File: src/rtl/nano_io_port_if.sv
// rtl/nano_io_port_if.sv - controller and external-device signal bundle for nano_io_port
interface nano_io_port_if;
   logic       LdOUTPUT;
   logic [7:0] DataOut;
   logic       RdINPUT;
   logic       InAck;
   logic [7:0] DataIn;
   logic       InValid;
   logic       Busy;
   logic       Overflow;
   logic [7:0] out_data;
   logic       out_valid;
   logic       out_ready;
   logic [7:0] in_data;
   logic       in_valid;
   logic       in_ready;

   modport slave (
      input  LdOUTPUT, DataOut, RdINPUT, InAck, out_ready, in_data, in_valid,
      output DataIn, InValid, Busy, Overflow, out_data, out_valid, in_ready
   );

   modport master (
      output LdOUTPUT, DataOut, RdINPUT, InAck, out_ready, in_data, in_valid,
      input  DataIn, InValid, Busy, Overflow, out_data, out_valid, in_ready
   );
endinterface

File: src/rtl/nano_io_port.sv
// rtl/nano_io_port.sv - output byte FIFO plus single-byte input capture FSM
module nano_io_port #(
   parameter int DEPTH = 4
) (
   input  logic           clk,
   input  logic           rst,
   nano_io_port_if.slave  bus
);
   localparam int PW = (DEPTH > 1) ? $clog2(DEPTH) : 1;
   localparam int CW = $clog2(DEPTH + 1);

   logic [7:0]    mem_q [DEPTH];
   logic [PW-1:0] rd_ptr_q, rd_ptr_d;
   logic [PW-1:0] wr_ptr_q, wr_ptr_d;
   logic [CW-1:0] count_q, count_d;
   logic          overflow_q, overflow_d;
   logic          full, pop, push;

   assign full = (count_q == CW'(DEPTH));
   assign pop  = (count_q != '0) && bus.out_ready;
   // A full FIFO still takes a push when the head leaves in the same cycle.
   assign push = bus.LdOUTPUT && (!full || pop);

   always_comb begin
      rd_ptr_d   = rd_ptr_q;
      wr_ptr_d   = wr_ptr_q;
      count_d    = count_q;
      overflow_d = overflow_q;
      if (pop)  rd_ptr_d = rd_ptr_q + PW'(1);
      if (push) wr_ptr_d = wr_ptr_q + PW'(1);
      case ({push, pop})
         2'b10:   count_d = count_q + CW'(1);
         2'b01:   count_d = count_q - CW'(1);
         default: count_d = count_q;
      endcase
      if (bus.LdOUTPUT && full && !pop) overflow_d = 1'b1;
   end

   always_ff @(posedge clk or negedge rst) begin
      if (!rst) begin
         rd_ptr_q   <= '0;
         wr_ptr_q   <= '0;
         count_q    <= '0;
         overflow_q <= 1'b0;
      end else begin
         rd_ptr_q   <= rd_ptr_d;
         wr_ptr_q   <= wr_ptr_d;
         count_q    <= count_d;
         overflow_q <= overflow_d;
      end
   end

   always_ff @(posedge clk) begin
      if (push) mem_q[wr_ptr_q] <= bus.DataOut;
   end

   assign bus.out_data  = mem_q[rd_ptr_q];
   assign bus.out_valid = (count_q != '0);
   assign bus.Busy      = full;
   assign bus.Overflow  = overflow_q;

   typedef enum logic [1:0] {S_IDLE, S_WAIT, S_HOLD} state_t;

   state_t     state_q;
   logic [7:0] data_in_q;
   logic       in_valid_q;
   logic       in_ready_q;

   always_ff @(posedge clk or negedge rst) begin
      if (!rst) begin
         state_q    <= S_IDLE;
         data_in_q  <= 8'h00;
         in_valid_q <= 1'b0;
         in_ready_q <= 1'b0;
      end else begin
         case (state_q)
            S_IDLE: begin
               if (bus.RdINPUT) begin
                  state_q    <= S_WAIT;
                  in_ready_q <= 1'b1;
               end
            end
            S_WAIT: begin
               if (bus.in_valid && in_ready_q) begin
                  state_q    <= S_HOLD;
                  data_in_q  <= bus.in_data;
                  in_valid_q <= 1'b1;
                  in_ready_q <= 1'b0;
               end
            end
            S_HOLD: begin
               if (bus.InAck) begin
                  state_q    <= S_IDLE;
                  in_valid_q <= 1'b0;
               end
            end
            default: begin
               state_q    <= S_IDLE;
               in_valid_q <= 1'b0;
               in_ready_q <= 1'b0;
            end
         endcase
      end
   end

   assign bus.DataIn   = data_in_q;
   assign bus.InValid  = in_valid_q;
   assign bus.in_ready = in_ready_q;
endmodule

File: src/flat_wrapper.sv
// flat-port wrapper written by rule: the top's interface ports become plain ports
module nano_io_port_flat 
#(
   parameter int DEPTH = 4
)
  (clk, rst, bus_LdOUTPUT, bus_DataOut, bus_RdINPUT, bus_InAck, bus_out_ready, bus_in_data, bus_in_valid, bus_DataIn, bus_InValid, bus_Busy, bus_Overflow, bus_out_data, bus_out_valid, bus_in_ready);
  nano_io_port_if bus_i ();
  input  logic clk;
  input  logic rst;
  input wire logic [$bits(bus_i.LdOUTPUT)-1:0] bus_LdOUTPUT;
  input wire logic [$bits(bus_i.DataOut)-1:0] bus_DataOut;
  input wire logic [$bits(bus_i.RdINPUT)-1:0] bus_RdINPUT;
  input wire logic [$bits(bus_i.InAck)-1:0] bus_InAck;
  input wire logic [$bits(bus_i.out_ready)-1:0] bus_out_ready;
  input wire logic [$bits(bus_i.in_data)-1:0] bus_in_data;
  input wire logic [$bits(bus_i.in_valid)-1:0] bus_in_valid;
  output wire logic [$bits(bus_i.DataIn)-1:0] bus_DataIn;
  output wire logic [$bits(bus_i.InValid)-1:0] bus_InValid;
  output wire logic [$bits(bus_i.Busy)-1:0] bus_Busy;
  output wire logic [$bits(bus_i.Overflow)-1:0] bus_Overflow;
  output wire logic [$bits(bus_i.out_data)-1:0] bus_out_data;
  output wire logic [$bits(bus_i.out_valid)-1:0] bus_out_valid;
  output wire logic [$bits(bus_i.in_ready)-1:0] bus_in_ready;
  assign bus_i.LdOUTPUT = bus_LdOUTPUT;
  assign bus_i.DataOut = bus_DataOut;
  assign bus_i.RdINPUT = bus_RdINPUT;
  assign bus_i.InAck = bus_InAck;
  assign bus_i.out_ready = bus_out_ready;
  assign bus_i.in_data = bus_in_data;
  assign bus_i.in_valid = bus_in_valid;
  assign bus_DataIn = bus_i.DataIn;
  assign bus_InValid = bus_i.InValid;
  assign bus_Busy = bus_i.Busy;
  assign bus_Overflow = bus_i.Overflow;
  assign bus_out_data = bus_i.out_data;
  assign bus_out_valid = bus_i.out_valid;
  assign bus_in_ready = bus_i.in_ready;
  nano_io_port #(.DEPTH(DEPTH)) u_core (.clk(clk), .rst(rst), .bus(bus_i));
endmodule
File: config.mk
export PLATFORM = sky130hd
export DESIGN_NAME = nano_io_port_flat
export DESIGN_NICKNAME = d
export VERILOG_FILES = /design/src/rtl/nano_io_port_if.sv /design/src/rtl/nano_io_port.sv /design/src/flat_wrapper.sv
export SDC_FILE = /design/constraint.sdc
export NUM_CORES = 1
export LEC_CHECK = 0
export BUFFER_PORTS_ARGS = -buffer_cell sky130_fd_sc_hd__buf_2
export CAP_MARGIN = 5
export CORE_ASPECT_RATIO = 0.75
export CORE_MARGIN = 8
export CORE_UTILIZATION = 40
export DETAILED_ROUTE_END_ITERATION = 8
export MAX_ROUTING_LAYER = met4
export PLACE_DENSITY_LB_ADDON = 0.05
export RECOVER_POWER = 25
export SLEW_MARGIN = 0
export SYNTH_ARGS = -nofsm -noshare
export SYNTH_HDL_FRONTEND = slang
export SYNTH_SLANG_ARGS = --single-unit
export TNS_END_PERCENT = 100
File: constraint.sdc
create_clock -name clk -period 5.5 [get_ports clk]
set_input_delay 0.275 -clock clk [delete_from_list [all_inputs] [get_ports clk]]
set_output_delay 0.275 -clock clk [all_outputs]
set_load 0.005 [all_outputs]
# After elaboration in Yosys (flattened, before gate mapping)
# Memory sizes are Yosys's and may differ from the RTL's.
# Index checks and enable logic that the tools add are counted.
[word_totals]
memories = 1
mem_bits_rw = 32
input_bits = 23
regBits = 20
[memory_table]
columns = ["name", "words", "width", "rd", "rd_clocked_by_memory_dff", "write_ports", "line_no", "text"]
rows = [
  ["u_core.mem_q", 4, 8, 1, 0, 1, "nano_io_port.sv:12", "logic [7:0] mem_q [DEPTH];"],
]
[op_classes]
n_bitwise = 2
n_addsub = 4
n_eq_ne = 8
n_reduce_logical = 15
n_mux = 13
[op_table]
columns = ["op", "count"]
rows = [
  ["3-bit AND reduction", 3],
  ["1-bit two-way mux", 6],
  ["2-bit two-way mux", 3],
  ["1-bit one-hot mux with 3 select lines", 2],
  ["2-bit one-hot mux with 3 select lines", 1],
  ["3-bit one-hot mux with 2 select lines", 1],
  ["1-bit logical AND", 5],
  ["2-bit by 1-bit adder with 2-bit output, second input constant", 2],
  ["2-bit by 1-bit == test with 1-bit output, second input constant", 2],
  ["2-bit == test, second input constant", 2],
  ["2-bit inequality test, second input constant", 2],
  ["3-bit by 1-bit adder with 3-bit output, second input constant", 1],
  ["3-bit == test, second input constant", 1],
  ["3-bit nonzero test", 1],
  ["3-bit by 1-bit subtractor with 3-bit output, second input constant", 1],
  ["1-bit logical NOT", 2],
  ["2-bit logical NOT", 1],
  ["2-bit by 1-bit inequality test with 1-bit output, second input constant", 1],
  ["1-bit inverter", 2],
  ["2-bit AND reduction", 1],
  ["2-bit nonzero test", 1],
  ["1-bit logical OR", 1],
]

# Longest topological paths before layout
# Gate-level depths: netlist (run 1).
[logic_depth]
word_depth = 6
depth_mapped = 6

# Worst setup path after synthesis (run 1)
# Ideal clock, no wire load.
[synth_path]
kind = "input to register"
startpoint = "input bus_out_ready"
endpoint = "register u_core.count_q[2]"
cell_stages = 6
setup_time_ps = 118
arrival_time_ps = 1896
required_time_ps = 5382
n_path_buf = 1
setup_slack_ps = 3486
path_cell_list = "buf_1 > nand3b_1 > fa_1 > or3b_2 > a32o_1 > a21o_1"
[synth_via]
elab_chain_len = 5
elab_cells_between_ends = 7
classes_between = "eq/ne: 2; mux: 1; reduce/logical: 4"
[synth_rtl]
columns = ["element", "line_no", "text"]
rows = [
  ["start, declared", "flat_wrapper.sv:14", "input wire logic [$bits(bus_i.out_ready)-1:0] bus_out_ready;"],
  ["1-bit logical AND *", "nano_io_port.sv:20", "assign pop = (count_q != '0) && bus.out_ready;"],
  ["1-bit logical OR", "nano_io_port.sv:22", "assign push = bus.LdOUTPUT && (!full || pop);"],
  ["1-bit logical AND", "nano_io_port.sv:22", ""],
  ["2-bit by 1-bit == test with 1-bit output / 2-bit == test (equally long branches)", "nano_io_port.sv:31", "case ({push, pop})"],
  ["3-bit one-hot mux with 2 select lines / 2-bit nonzero test (equally long branches)", "n/a", ""],
  ["end signal, assigned", "nano_io_port.sv:48", "count_q <= count_d;"],
  ["end, declared", "nano_io_port.sv:15", "logic [CW-1:0] count_q, count_d;"],
]
# Mark *: on every way between the ends. The rest lies on a longest branch, timed or not.
# A chain may end at the register's enable or synchronous reset.

# Worst setup path in the final report (run 1)
[layout_path]
startpoint = "register u_core.count_q[1]"
endpoint = "register u_core.count_q[1]"
[layout_via]
elab_chain_len = 6
elab_cells_between_ends = 12
classes_between = "add/sub: 2; eq/ne: 3; mux: 1; reduce/logical: 6"
[layout_rtl]
columns = ["element", "line_no"]
rows = [
  ["3-bit == test / 3-bit nonzero test (equally long branches)", "nano_io_port.sv:19, nano_io_port.sv:20"],
  ["1-bit logical NOT / 1-bit logical AND (equally long branches)", "nano_io_port.sv:22, nano_io_port.sv:20"],
  ["1-bit logical OR", "nano_io_port.sv:22"],
  ["1-bit logical AND", "nano_io_port.sv:22"],
  ["2-bit by 1-bit == test with 1-bit output / 2-bit == test (equally long branches)", "nano_io_port.sv:31"],
  ["3-bit one-hot mux with 2 select lines / 2-bit nonzero test (equally long branches)", "n/a"],
]
# Several ways; a longest one is shown, not always the timed one.

==> impl_metrics.prom, run 1 <==
# TYPE chip_impl_metric gauge
chip_impl_metric{name="detail_route.drc_violations",unit=""} 0
chip_impl_metric{name="clkLatencyLatePin",unit="ns"} 0.29
chip_impl_metric{name="routed_wirelength",unit="mm"} 4.14
chip_impl_metric{name="tritoncts_num_sinks",unit=""} 52
chip_impl_metric{name="post_cts.repair.setup_buffers",unit=""} 0
chip_impl_metric{name="placed_cell_area",unit="mm²"} 0.00246
chip_impl_info{name="cts_tree",value="yes"} 1
chip_impl_metric{name="timing.max_slew.rel_slack",unit="%"} 58.1
chip_impl_metric{name="layout_min_cycle_time",unit="ns"} 2.16
chip_impl_metric{name="worst-slew-pin-transition",unit="ns"} 0.628
chip_impl_metric{name="number_of_nets_still_failing_antenna_checks_after_routing",unit=""} 0
chip_impl_metric{name="first_iter_violations",unit=""} 41
chip_impl_metric{name="synth_warnings",unit=""} 0
chip_impl_info{name="hp-start",value="bus_in_data[3]"} 1
chip_impl_metric{name="antennaDiodeCount",unit=""} 0
chip_impl_info{name="hold-path-endpoint",value="u_core.bus.DataIn[3]"} 1
chip_impl_metric{name="p_per_area",unit="mW/mm²"} 517
chip_impl_metric{name="layout.cells.non_filler",unit=""} 252
chip_impl_info{name="setup_repair_after_global_routing_missed_its_margin",value="no"} 1
chip_impl_metric{name="cts_hold_buffers",unit=""} 1
chip_impl_info{name="setup.worst_path.start_class",value="flop"} 1
chip_impl_metric{name="floorplan.core_area",unit="mm²"} 0.00530
chip_impl_metric{name="synth.lib_cells_used.distinct",unit=""} 35
chip_impl_metric{name="grt_start_max_net_pins",unit=""} 21
chip_impl_metric{name="ioPinCount",unit=""} 44
chip_impl_metric{name="cts.reportedPaths.clkPinSlew",unit="ns"} 0.09
chip_impl_metric{name="grt_first_pass_wirelength",unit="mm"} 6.69
chip_impl_metric{name="cp_data_arrival_time",unit="ns"} 2.37
chip_impl_metric{name="io_buffer_count",unit=""} 43
chip_impl_metric{name="fin_area",unit="mm²"} 0.00257
chip_impl_metric{name="syn_area",unit="mm²"} 0.00216
chip_impl_metric{name="floorplan.die.height",unit="µm"} 79.7
chip_impl_metric{name="number_of_rows_created_at_floorplan",unit=""} 23
chip_impl_info{name="run_status",value="completed"} 1
chip_impl_metric{name="drv_slew",unit=""} 0
chip_impl_metric{name="post-place-cells",unit=""} 243
chip_impl_metric{name="ff2ff_path_depth",unit=""} 6
chip_impl_metric{name="vias_after_detailed_routing",unit=""} 1224
chip_impl_metric{name="drv_cap",unit=""} 0
chip_impl_metric{name="syn-instance-count",unit=""} 129
chip_impl_metric{name="cts_made_buffers",unit=""} 5
chip_impl_metric{name="first_global_vias",unit=""} 1296
chip_impl_info{name="hold_path_class",value="in2reg"} 1
chip_impl_metric{name="die_x",unit="µm"} 101
chip_impl_metric{name="p_leak",unit="nW"} 1.02
chip_impl_metric{name="num-nets-final",unit=""} 204
chip_impl_metric{name="synthToLayoutAreaGrowth",unit="%"} 18.6
chip_impl_metric{name="via_per_inst",unit=""} 4.86
chip_impl_metric{name="routedWlPerCell",unit="µm"} 16.4
chip_impl_metric{name="required",unit="ns"} 5.71
chip_impl_metric{name="worst_ir_drop_vdd",unit="mV"} 0.274
chip_impl_metric{name="worst_setup_skew_after_layout",unit="ns"} 0.00291
chip_impl_metric{name="finalWeightedCongestion",unit=""} 0.699
chip_impl_metric{name="overflow",unit=""} 0
chip_impl_metric{name="avgSynthCellArea",unit="µm²"} 16.8
chip_impl_metric{name="drtPass1Iterations",unit=""} 4
chip_impl_metric{name="fill_cells",unit=""} 491
chip_impl_info{name="rr_startpoint",value="u_core.count_q[1]"} 1
chip_impl_metric{name="final-hold-violation-count",unit=""} 0
chip_impl_metric{name="setup-violations-final",unit=""} 0
chip_impl_metric{name="start_util",unit="%"} 40.9
chip_impl_metric{name="die_area",unit="mm²"} 0.00805
chip_impl_metric{name="final_min_period_over_clock_period",unit="%"} 39.3
chip_impl_metric{name="synth.net_count",unit=""} 157
chip_impl_metric{name="fmax",unit="MHz"} 463
chip_impl_metric{name="total_power",unit="mW"} 1.33
chip_impl_info{name="endpoint_kind",value="flop"} 1
chip_impl_metric{name="synth_seq_area_share",unit="%"} 67.5
chip_impl_metric{name="dp_worst_setup_slack",unit="ns"} 3.37
chip_impl_metric{name="crit_fanout",unit=""} 6
chip_impl_metric{name="holdPathStages",unit=""} 2
chip_impl_metric{name="number_of_levels_in_the_clock_h_tree",unit=""} 2
chip_impl_info{name="cts_root_buffer",value="sky130_fd_sc_hd__clkbuf_8"} 1
chip_impl_metric{name="all_layer_gr_usage",unit="%"} 11.3
chip_impl_metric{name="ffs_latches_synth",unit=""} 52
chip_impl_metric{name="final_layout_size_suffix_gt1_share",unit="%"} 39.0
chip_impl_info{name="regToRegEndpoint",value="u_core.count_q[1]"} 1
chip_impl_metric{name="antenna_found_initial",unit=""} 0
chip_impl_metric{name="post-dp-hpwl",unit="mm"} 3.01
chip_impl_metric{name="reg2reg_setup_slack",unit="ns"} 3.34
chip_impl_metric{name="clk_path_buf_depth",unit=""} 2
chip_impl_info{name="setup.worst_path.class",value="reg2reg"} 1
chip_impl_metric{name="tns",unit="ns"} 0
chip_impl_metric{name="number_of_gates_given_a_new_drive_strength_after_cts",unit=""} 0
chip_impl_metric{name="setup_slack",unit="ns"} 3.34
## kinds of logic (layout without fill, tap and decap cells)
logic type / count (synthesis) / after routing / synth area share [%]
flip-flops: 52 / 52 / 67.5
AND/OR/NAND/NOR: 22 / 22 / 6.07
multiplexers: 17 / 17 / 13.2
AO/OA/AOI/OAI: 15 / 15 / 5.61
buffers and inverters: 13 / 61 / 2.37
adder cells (fa/ha/maj): 5 / 5 / 3.24
XOR/XNOR: 5 / 5 / 2.02
## worst max-delay path: stages (launching register included)
cell and delay, ns:
sky130_fd_sc_hd__dfrtp_1 0.43, sky130_fd_sc_hd__or3_2 0.53, sky130_fd_sc_hd__nand3b_1 0.13, sky130_fd_sc_hd__fa_1 0.45, sky130_fd_sc_hd__o21ba_2 0.25, sky130_fd_sc_hd__o211ai_1 0.08
sky130_fd_sc_hd__a22oi_1 0.21
## Yosys cell counts (all sizes together)
master | count | area share [%]
edfxtp | 32 | 44
dfrtp | 20 | 23
inv | 9 | 1.6
mux2 | 9 | 4.9
mux4 | 8 | 8.3
and2 | 4 | 1.4
buf | 4 | 0.81
ha | 4 | 2.3
nand2 | 4 | 0.69
nor2 | 4 | 0.69
o21ai | 3 | 0.69
xnor2 | 3 | 1.2
a22oi | 2 | 0.69
nand3 | 2 | 0.46
nand3b | 2 | 0.69
or3b | 2 | 0.81
xor2 | 2 | 0.81
a21o | 1 | 0.35
a311oi | 1 | 0.40
a31o | 1 | 0.40
a31oi | 1 | 0.29
a32o | 1 | 0.46
and3 | 1 | 0.29
fa | 1 | 0.92
nand4b | 1 | 0.40
nor2b | 1 | 0.29
o211ai | 1 | 0.35
o21a | 1 | 0.69
o21ba | 1 | 0.46
o2bb2ai | 1 | 0.40
o32ai | 1 | 0.40
or3 | 1 | 0.35
## worst max path at each step
stage,endpoint,depth (start not counted),slack [ns],startpoint
2_1_floorplan,u_core.count_q[2],6,3.49,bus_out_ready
3_3_place_gp,u_core.count_q[2],6,3.48,u_core.count_q[0]
3_5_place_dp,u_core.count_q[1],6,3.37,u_core.count_q[1]
4_1_cts,u_core.count_q[1],6,3.34,u_core.count_q[1]
5_1_grt,u_core.count_q[1],6,3.23,u_core.count_q[1]
6_report,u_core.count_q[1],6,3.34,u_core.count_q[1]
## routing by layer
metal | vias to the layer above | part of all wire [%] | wire [µm] | track usage [%]
met5 | - | 0 | 0 | -
li1 | 575 | - | - | -
met4 | 0 | 0.75 | 31 | 3.56
met1 | 612 | 46 | 1900 | 13.7
met2 | 33 | 47 | 1960 | 17.5
met3 | 4 | 6.2 | 256 | 3.75
## metrics by stage
step / hold WS [ns] / utilization, %
2_1_floorplan: -0.0206 / -
3_3_place_gp: 0.244 / 46.4
6_report: 0.204 / 48.5
3_5_place_dp: 0.250 / 46.4
5_1_grt: 0.192 / 48.5
4_1_cts: 0.179 / 48.7
## placed cells by master (no fill, tap or decap), types with 4 or more instances in the layout
master	count
sky130_fd_sc_hd__inv_1	9
sky130_fd_sc_hd__ha_1	4
sky130_fd_sc_hd__nand2_1	4
sky130_fd_sc_hd__clkbuf_1	8
sky130_fd_sc_hd__clkbuf_8	5
sky130_fd_sc_hd__buf_2	35
sky130_fd_sc_hd__mux4_2	8
sky130_fd_sc_hd__nor2_1	4
sky130_fd_sc_hd__mux2_2	8
sky130_fd_sc_hd__dfrtp_1	20
sky130_fd_sc_hd__and2_2	4
sky130_fd_sc_hd__edfxtp_1	32
## power breakdown
part / internal [mW] / switching (mW) / total (mW)
Sequential: 0.540 / 0.0993 / 0.640
Combinational: 0.244 / 0.187 / 0.432
Clock: 0.135 / 0.122 / 0.257
Total: 0.919 / 0.409 / 1.33
## sequential cells by signal, indices dropped and copies added, names as in the netlist
signal and cells:
u_core.count_q 3, u_core.bus.DataIn 8, u_core.bus.InValid 1, u_core.bus.in_ready 1
u_core.bus.Overflow 1, u_core.mem_q 32, u_core.wr_ptr_q 2, u_core.state_q 2
u_core.rd_ptr_q 2
## cell type report
cell class                 count  area [µm²]  share of cell area [%]
sequential                    52        1460                    56.9
multi-input combinational     64         652                    25.4
timing repair buffer          44         215                    8.38
tap                           75        93.8                    3.65
clock buffer                   5        68.8                    2.68
clock inverter                 3        42.5                    1.66
inverter                       9        33.8                    1.32
Note: power is estimated with default switching activity, not from simulation.
==> run 2: changes to the inputs <==
clock period = 1.85 ns   (was 5.5 ns; I/O delays follow)
==> impl_metrics.prom, run 2 (synthesis results as in run 1) <==
# TYPE chip_impl_metric gauge
chip_impl_metric{name="tns",unit="ns"} -0.0737
chip_impl_metric{name="finalWeightedCongestion",unit=""} 0.755
chip_impl_info{name="run_status",value="complete, but fails checks"} 1
chip_impl_info{name="commonest_cells_after_routing_fill_and_taps_aside",value="sky130_fd_sc_hd__buf_2 (37), sky130_fd_sc_hd__edfxtp_1 (32), sky130_fd_sc_hd__dfrtp_1 (20)"} 1
chip_impl_metric{name="grt_first_pass_wirelength",unit="mm"} 7.00
chip_impl_metric{name="total_power",unit="mW"} 4.19
chip_impl_metric{name="drv_slew",unit=""} 0
chip_impl_metric{name="multi_input_comb_area",unit="µm²"} 672
chip_impl_metric{name="routed_wirelength",unit="mm"} 4.26
chip_impl_metric{name="number_of_nets_still_failing_antenna_checks_after_routing",unit=""} 0
chip_impl_metric{name="post-place-cells",unit=""} 250
chip_impl_info{name="setup.worst_path.class",value="reg2reg"} 1
chip_impl_metric{name="synthToLayoutAreaGrowth",unit="%"} 25.1
chip_impl_info{name="cts_tree",value="yes"} 1
chip_impl_metric{name="finalHoldWorstSlack",unit="ns"} 0.0107
chip_impl_metric{name="final_min_period_over_clock_period",unit="%"} 103
chip_impl_metric{name="tritoncts_num_sinks",unit=""} 52
chip_impl_metric{name="worst_setup_skew_after_layout",unit="ns"} 0.00874
chip_impl_info{name="endpoint_kind",value="flop"} 1
chip_impl_info{name="cts_root_buffer",value="sky130_fd_sc_hd__clkbuf_8"} 1
chip_impl_metric{name="cts_made_buffers",unit=""} 5
chip_impl_metric{name="floorplan.core_area",unit="mm²"} 0.00530
chip_impl_metric{name="cts.reportedPaths.clkPinSlew",unit="ns"} 0.11
chip_impl_info{name="largest-register",value="u_core.mem_q"} 1
chip_impl_info{name="layout.cells.most_common",value="sky130_fd_sc_hd__buf_2"} 1
chip_impl_metric{name="fmax",unit="MHz"} 523
chip_impl_metric{name="clk_path_buf_depth",unit=""} 2
chip_impl_metric{name="cp_data_arrival_time",unit="ns"} 2.14
chip_impl_metric{name="ff_latch_area",unit="mm²"} 0.00146
chip_impl_metric{name="via_per_inst",unit=""} 4.78
chip_impl_metric{name="start_util",unit="%"} 40.9
chip_impl_metric{name="layout.cells.non_filler",unit=""} 266
chip_impl_metric{name="floorplan.die.height",unit="µm"} 79.7
chip_impl_metric{name="largest_reg_flops",unit=""} 32
chip_impl_metric{name="timing.max_slew.rel_slack",unit="%"} 21.7
chip_impl_metric{name="setup_slack",unit="ns"} -0.0627
chip_impl_metric{name="detail_route.drc_violations",unit=""} 0
chip_impl_metric{name="grt_start_max_net_pins",unit=""} 21
chip_impl_metric{name="die_x",unit="µm"} 101
chip_impl_info{name="setup.worst_path.start_class",value="flop"} 1
chip_impl_metric{name="worst_ir_drop_vdd",unit="mV"} 0.707
chip_impl_info{name="critPathLaunch",value="u_core.count_q[2]"} 1
chip_impl_metric{name="routedWlPerCell",unit="µm"} 16.0
chip_impl_metric{name="ioPinCount",unit=""} 44
chip_impl_metric{name="number_of_levels_in_the_clock_h_tree",unit=""} 2
chip_impl_metric{name="setup-violations-final",unit=""} 2
chip_impl_metric{name="p_leak",unit="nW"} 1.10
chip_impl_metric{name="vias_after_detailed_routing",unit=""} 1271
chip_impl_metric{name="all_layer_gr_usage",unit="%"} 11.6
chip_impl_metric{name="io_buffer_count",unit=""} 43
chip_impl_metric{name="number_of_rows_created_at_floorplan",unit=""} 23
chip_impl_info{name="violations",value="setup timing"} 1
chip_impl_metric{name="clkLatencyLatePin",unit="ns"} 0.30
chip_impl_info{name="hp-start",value="bus_in_data[2]"} 1
chip_impl_metric{name="first_iter_violations",unit=""} 50
chip_impl_metric{name="final_layout_size_suffix_gt1_share",unit="%"} 42.9
chip_impl_metric{name="final-hold-violation-count",unit=""} 0
chip_impl_metric{name="overflow",unit=""} 0
chip_impl_metric{name="drv_cap",unit=""} 0
chip_impl_metric{name="antennaDiodeCount",unit=""} 0
chip_impl_metric{name="fin_util",unit="%"} 51.2
chip_impl_info{name="hold_path_class",value="in2reg"} 1
chip_impl_metric{name="worst-slew-pin-transition",unit="ns"} 1.17
chip_impl_metric{name="num-nets-final",unit=""} 218
chip_impl_metric{name="post-dp-hpwl",unit="mm"} 3.09
chip_impl_metric{name="die_area",unit="mm²"} 0.00805
chip_impl_metric{name="antenna_found_initial",unit=""} 0
chip_impl_metric{name="drtPass1Iterations",unit=""} 4
chip_impl_info{name="setup_repair_after_global_routing_missed_its_margin",value="yes"} 1
chip_impl_metric{name="required",unit="ns"} 2.07
chip_impl_metric{name="layout_min_cycle_time",unit="ns"} 1.91
chip_impl_metric{name="first_global_vias",unit=""} 1362
chip_impl_info{name="rr_startpoint",value="u_core.count_q[2]"} 1
chip_impl_metric{name="p_per_area",unit="mW/mm²"} 1550
chip_impl_metric{name="crit_fanout",unit=""} 2
chip_impl_metric{name="fill_cells",unit=""} 474
==> run 2: cell types whose count changed in the layout (fill, tap and decap cells not counted), sizes merged <==
cell	delta
clkbuf	-2
buf	+12
dlygate4sd3	+4
clkinv	-1
inv	+1
==> run 2: power by group <==
part           leakage (nW)  total (mW)  switching [mW]  internal, mW
clock                0.0562       0.810           0.400         0.410
sequential            0.529        1.82           0.215          1.61
combinational         0.517        1.56           0.668         0.889
total                  1.10        4.19            1.28          2.90
==> run 2: worst max-delay path: stages, from the launching register on <==
cell and delay [ns]:
sky130_fd_sc_hd__dfrtp_1 0.40, sky130_fd_sc_hd__or3_4 0.39, sky130_fd_sc_hd__nand3b_1 0.11, sky130_fd_sc_hd__fa_2 0.45, sky130_fd_sc_hd__o21ba_4 0.22, sky130_fd_sc_hd__o211ai_1 0.07, sky130_fd_sc_hd__a22oi_1 0.18
==> run 2: path summary, 6_finish.rpt <==
path	endpoint	slack [ns]	depth (start not counted)
max reg2reg	u_core.count_q[1]	-0.06	6
min in group asynchronous	u_core.bus.DataIn[2]	0.54	2
min reg2reg	u_core.bus.Overflow	0.48	1
max	u_core.count_q[1]	-0.06	6
min	u_core.bus.DataIn[2]	0.01	2
max in group asynchronous	u_core.bus.DataIn[1]	0.62	2
==> run 2: final cells by class <==
cell class,count,share of cell area [%]
sequential,52,53.9
inverter,9,1.25
timing repair buffer,58,12.3
clock buffer,5,2.54
multi-input combinational,64,24.8
clock inverter,3,1.71
tap,75,3.46
==> run 2: routing by layer <==
layer	vias up	GRT usage, %	share of wire, %
met4	0	3.11	0.80
met3	4	3.57	6.1
met1	642	14.9	46
met5	-	-	0
li1	599	-	-
met2	26	17.5	47
==> run 2: what timing repair did <==
item                                    in CTS  in global routing
endpoints found under the setup margin       2                 10
resized for setup                            3                  1
cloned                                       0                  0
hold endpoints to repair                    32                  4
setup buffers                                2                  1
hold buffers                                 4                  1
pin swaps                                    5                  1
==> run 2: metrics by stage <==
step | setup WS [ns] | instance area [µm²]
6_report | -0.0627 | 2710
5_1_grt | -0.125 | 2710
4_1_cts | -0.0557 | 2700
3_5_place_dp | -0.0668 | 2520
3_3_place_gp | -0.00229 | 2520
2_1_floorplan | -0.0450 | 2180
==> run 3: changes to the inputs <==
SETUP_SLACK_MARGIN = 0.2   (was unset)
==> impl_metrics.prom, run 3 (synthesis results as in run 1) <==
# TYPE chip_impl_metric gauge
chip_impl_metric{name="vias_after_detailed_routing",unit=""} 1297
chip_impl_info{name="endpoint_kind",value="flop"} 1
chip_impl_metric{name="die_x",unit="µm"} 101
chip_impl_metric{name="fmax",unit="MHz"} 523
chip_impl_info{name="cts_tree",value="yes"} 1
chip_impl_metric{name="number_of_nets_still_failing_antenna_checks_after_routing",unit=""} 0
chip_impl_metric{name="ioPinCount",unit=""} 44
chip_impl_info{name="setup.worst_path.start_class",value="flop"} 1
chip_impl_metric{name="required",unit="ns"} 2.07
chip_impl_metric{name="first_iter_violations",unit=""} 50
chip_impl_info{name="hold_path_class",value="in2reg"} 1
chip_impl_metric{name="layout.cells.non_filler",unit=""} 269
chip_impl_info{name="rr_startpoint",value="u_core.count_q[2]"} 1
chip_impl_metric{name="via_per_inst",unit=""} 4.82
chip_impl_metric{name="routed_wirelength",unit="mm"} 4.31
chip_impl_metric{name="post-place-cells",unit=""} 250
chip_impl_info{name="cts_root_buffer",value="sky130_fd_sc_hd__clkbuf_8"} 1
chip_impl_metric{name="post-dp-hpwl",unit="mm"} 3.09
chip_impl_info{name="critPathLaunch",value="u_core.count_q[2]"} 1
chip_impl_info{name="hp-start",value="bus_in_data[2]"} 1
chip_impl_metric{name="worst_setup_skew_after_layout",unit="ns"} 0.00863
chip_impl_metric{name="tritoncts_num_sinks",unit=""} 52
chip_impl_info{name="commonest_cells_after_routing_fill_and_taps_aside",value="sky130_fd_sc_hd__buf_2 (37), sky130_fd_sc_hd__edfxtp_1 (32), sky130_fd_sc_hd__dfrtp_1 (20)"} 1
chip_impl_info{name="setup_repair_after_global_routing_missed_its_margin",value="yes"} 1
chip_impl_metric{name="tns",unit="ns"} -0.0942
chip_impl_metric{name="drv_slew",unit=""} 0
chip_impl_metric{name="detail_route.drc_violations",unit=""} 0
chip_impl_metric{name="cts_made_buffers",unit=""} 5
chip_impl_metric{name="cts.reportedPaths.clkPinSlew",unit="ns"} 0.11
chip_impl_metric{name="antenna_found_initial",unit=""} 0
chip_impl_metric{name="p_per_area",unit="mW/mm²"} 1550
chip_impl_metric{name="floorplan.core_area",unit="mm²"} 0.00530
chip_impl_metric{name="worst_ir_drop_vdd",unit="mV"} 0.711
chip_impl_metric{name="final_min_period_over_clock_period",unit="%"} 103
chip_impl_metric{name="fill_cells",unit=""} 467
chip_impl_metric{name="finalWeightedCongestion",unit=""} 0.755
chip_impl_metric{name="crit_fanout",unit=""} 2
chip_impl_metric{name="grt_first_pass_wirelength",unit="mm"} 7.05
chip_impl_metric{name="antennaDiodeCount",unit=""} 0
chip_impl_metric{name="cp_data_arrival_time",unit="ns"} 2.14
chip_impl_metric{name="worst-slew-pin-transition",unit="ns"} 1.18
chip_impl_metric{name="final_layout_size_suffix_gt1_share",unit="%"} 44.8
chip_impl_metric{name="final-hold-violation-count",unit=""} 0
chip_impl_metric{name="timing.max_slew.rel_slack",unit="%"} 21.2
chip_impl_metric{name="start_util",unit="%"} 40.9
chip_impl_info{name="setup.worst_path.class",value="reg2reg"} 1
chip_impl_metric{name="setup_slack",unit="ns"} -0.0627
chip_impl_info{name="violations",value="setup timing"} 1
chip_impl_metric{name="drv_cap",unit=""} 0
chip_impl_metric{name="drtPass1Iterations",unit=""} 4
chip_impl_metric{name="total_power",unit="mW"} 4.26
chip_impl_info{name="largest-register",value="u_core.mem_q"} 1
chip_impl_metric{name="num-nets-final",unit=""} 221
chip_impl_metric{name="synthToLayoutAreaGrowth",unit="%"} 27.0
chip_impl_info{name="run_status",value="complete, but fails checks"} 1
chip_impl_metric{name="overflow",unit=""} 0
chip_impl_metric{name="largest_reg_flops",unit=""} 32
chip_impl_metric{name="p_leak",unit="nW"} 1.12
chip_impl_metric{name="first_global_vias",unit=""} 1380
chip_impl_metric{name="layout_min_cycle_time",unit="ns"} 1.91
chip_impl_metric{name="dp_worst_setup_slack",unit="ns"} -0.0668
chip_impl_metric{name="number_of_rows_created_at_floorplan",unit=""} 23
chip_impl_metric{name="floorplan.die.height",unit="µm"} 79.7
chip_impl_metric{name="all_layer_gr_usage",unit="%"} 11.7
chip_impl_metric{name="setup-violations-final",unit=""} 2
chip_impl_metric{name="io_buffer_count",unit=""} 43
chip_impl_info{name="layout.cells.most_common",value="sky130_fd_sc_hd__buf_2"} 1
chip_impl_metric{name="grt_start_max_net_pins",unit=""} 21
chip_impl_metric{name="die_area",unit="mm²"} 0.00805
chip_impl_metric{name="clkLatencyLatePin",unit="ns"} 0.31
chip_impl_metric{name="clk_path_buf_depth",unit=""} 2
chip_impl_metric{name="routedWlPerCell",unit="µm"} 16.0
chip_impl_metric{name="number_of_levels_in_the_clock_h_tree",unit=""} 2
[run 3: where the power goes]
group	switching (mW)	internal, mW
combinational	0.680	0.947
clock	0.400	0.410
sequential	0.220	1.61
[run 3: metrics by stage]
step	instance area [µm²]	hold WS (ns)	utilization, %
after floorplan	2180	-0.203	-
after global placement	2520	0.0647	47.7
after detailed placement	2520	0.0793	47.7
after CTS	2720	0.00112	51.4
after global routing	2750	0.00359	51.9
final	2750	0.0104	51.9
[run 3: area by class of cell]
cell class / instances / area, µm² / share of cell area (%)
clock buffer: 5 / 68.8 / 2.50
clock inverter: 3 / 46.3 / 1.68
inverter: 9 / 33.8 / 1.23
multi-input combinational: 64 / 674 / 24.5
sequential: 52 / 1460 / 53.2
tap: 75 / 93.8 / 3.41
timing repair buffer: 61 / 370 / 13.5
[run 3: timing repair]
action                                  CTS  global route
hold buffers                              4             1
resized for setup                         7             3
pin swaps                                 9             2
hold endpoints to repair                 32             4
setup buffers                             4             2
cloned                                    0             0
endpoints found under the setup margin   36            40
[run 3: worst paths after layout]
| kind | endpoint | slack (ns) | cells after the start |
|---|---|---|---|
| worst min-delay path | u_core.bus.DataIn[2] | 0.01 | 2 |
| worst max register to register | u_core.count_q[1] | -0.06 | 6 |
| worst max-delay path | u_core.count_q[1] | -0.06 | 6 |
| max in group asynchronous | u_core.bus.DataIn[1] | 0.61 | 2 |
| min in group asynchronous | u_core.bus.DataIn[2] | 0.54 | 2 |
| worst min register to register | u_core.bus.Overflow | 0.48 | 1 |
[run 3: per-layer routing]
layer	wire length, µm	track usage (%)	up-vias	share of wire, %
li1	-	-	605	-
met3	278	3.57	4	6.5
met2	2050	17.8	32	48
met4	34	3.11	0	0.79
met5	0	-	-	0
met1	1950	14.9	656	45
[run 3: critical path, cell delays in order (launching register included)]
cell                       delay, ns
sky130_fd_sc_hd__dfrtp_1        0.40
sky130_fd_sc_hd__or3_4          0.39
sky130_fd_sc_hd__nand3b_1       0.11
sky130_fd_sc_hd__fa_2           0.45
sky130_fd_sc_hd__o21ba_4        0.22
sky130_fd_sc_hd__o211ai_1       0.07
sky130_fd_sc_hd__a22oi_1        0.18
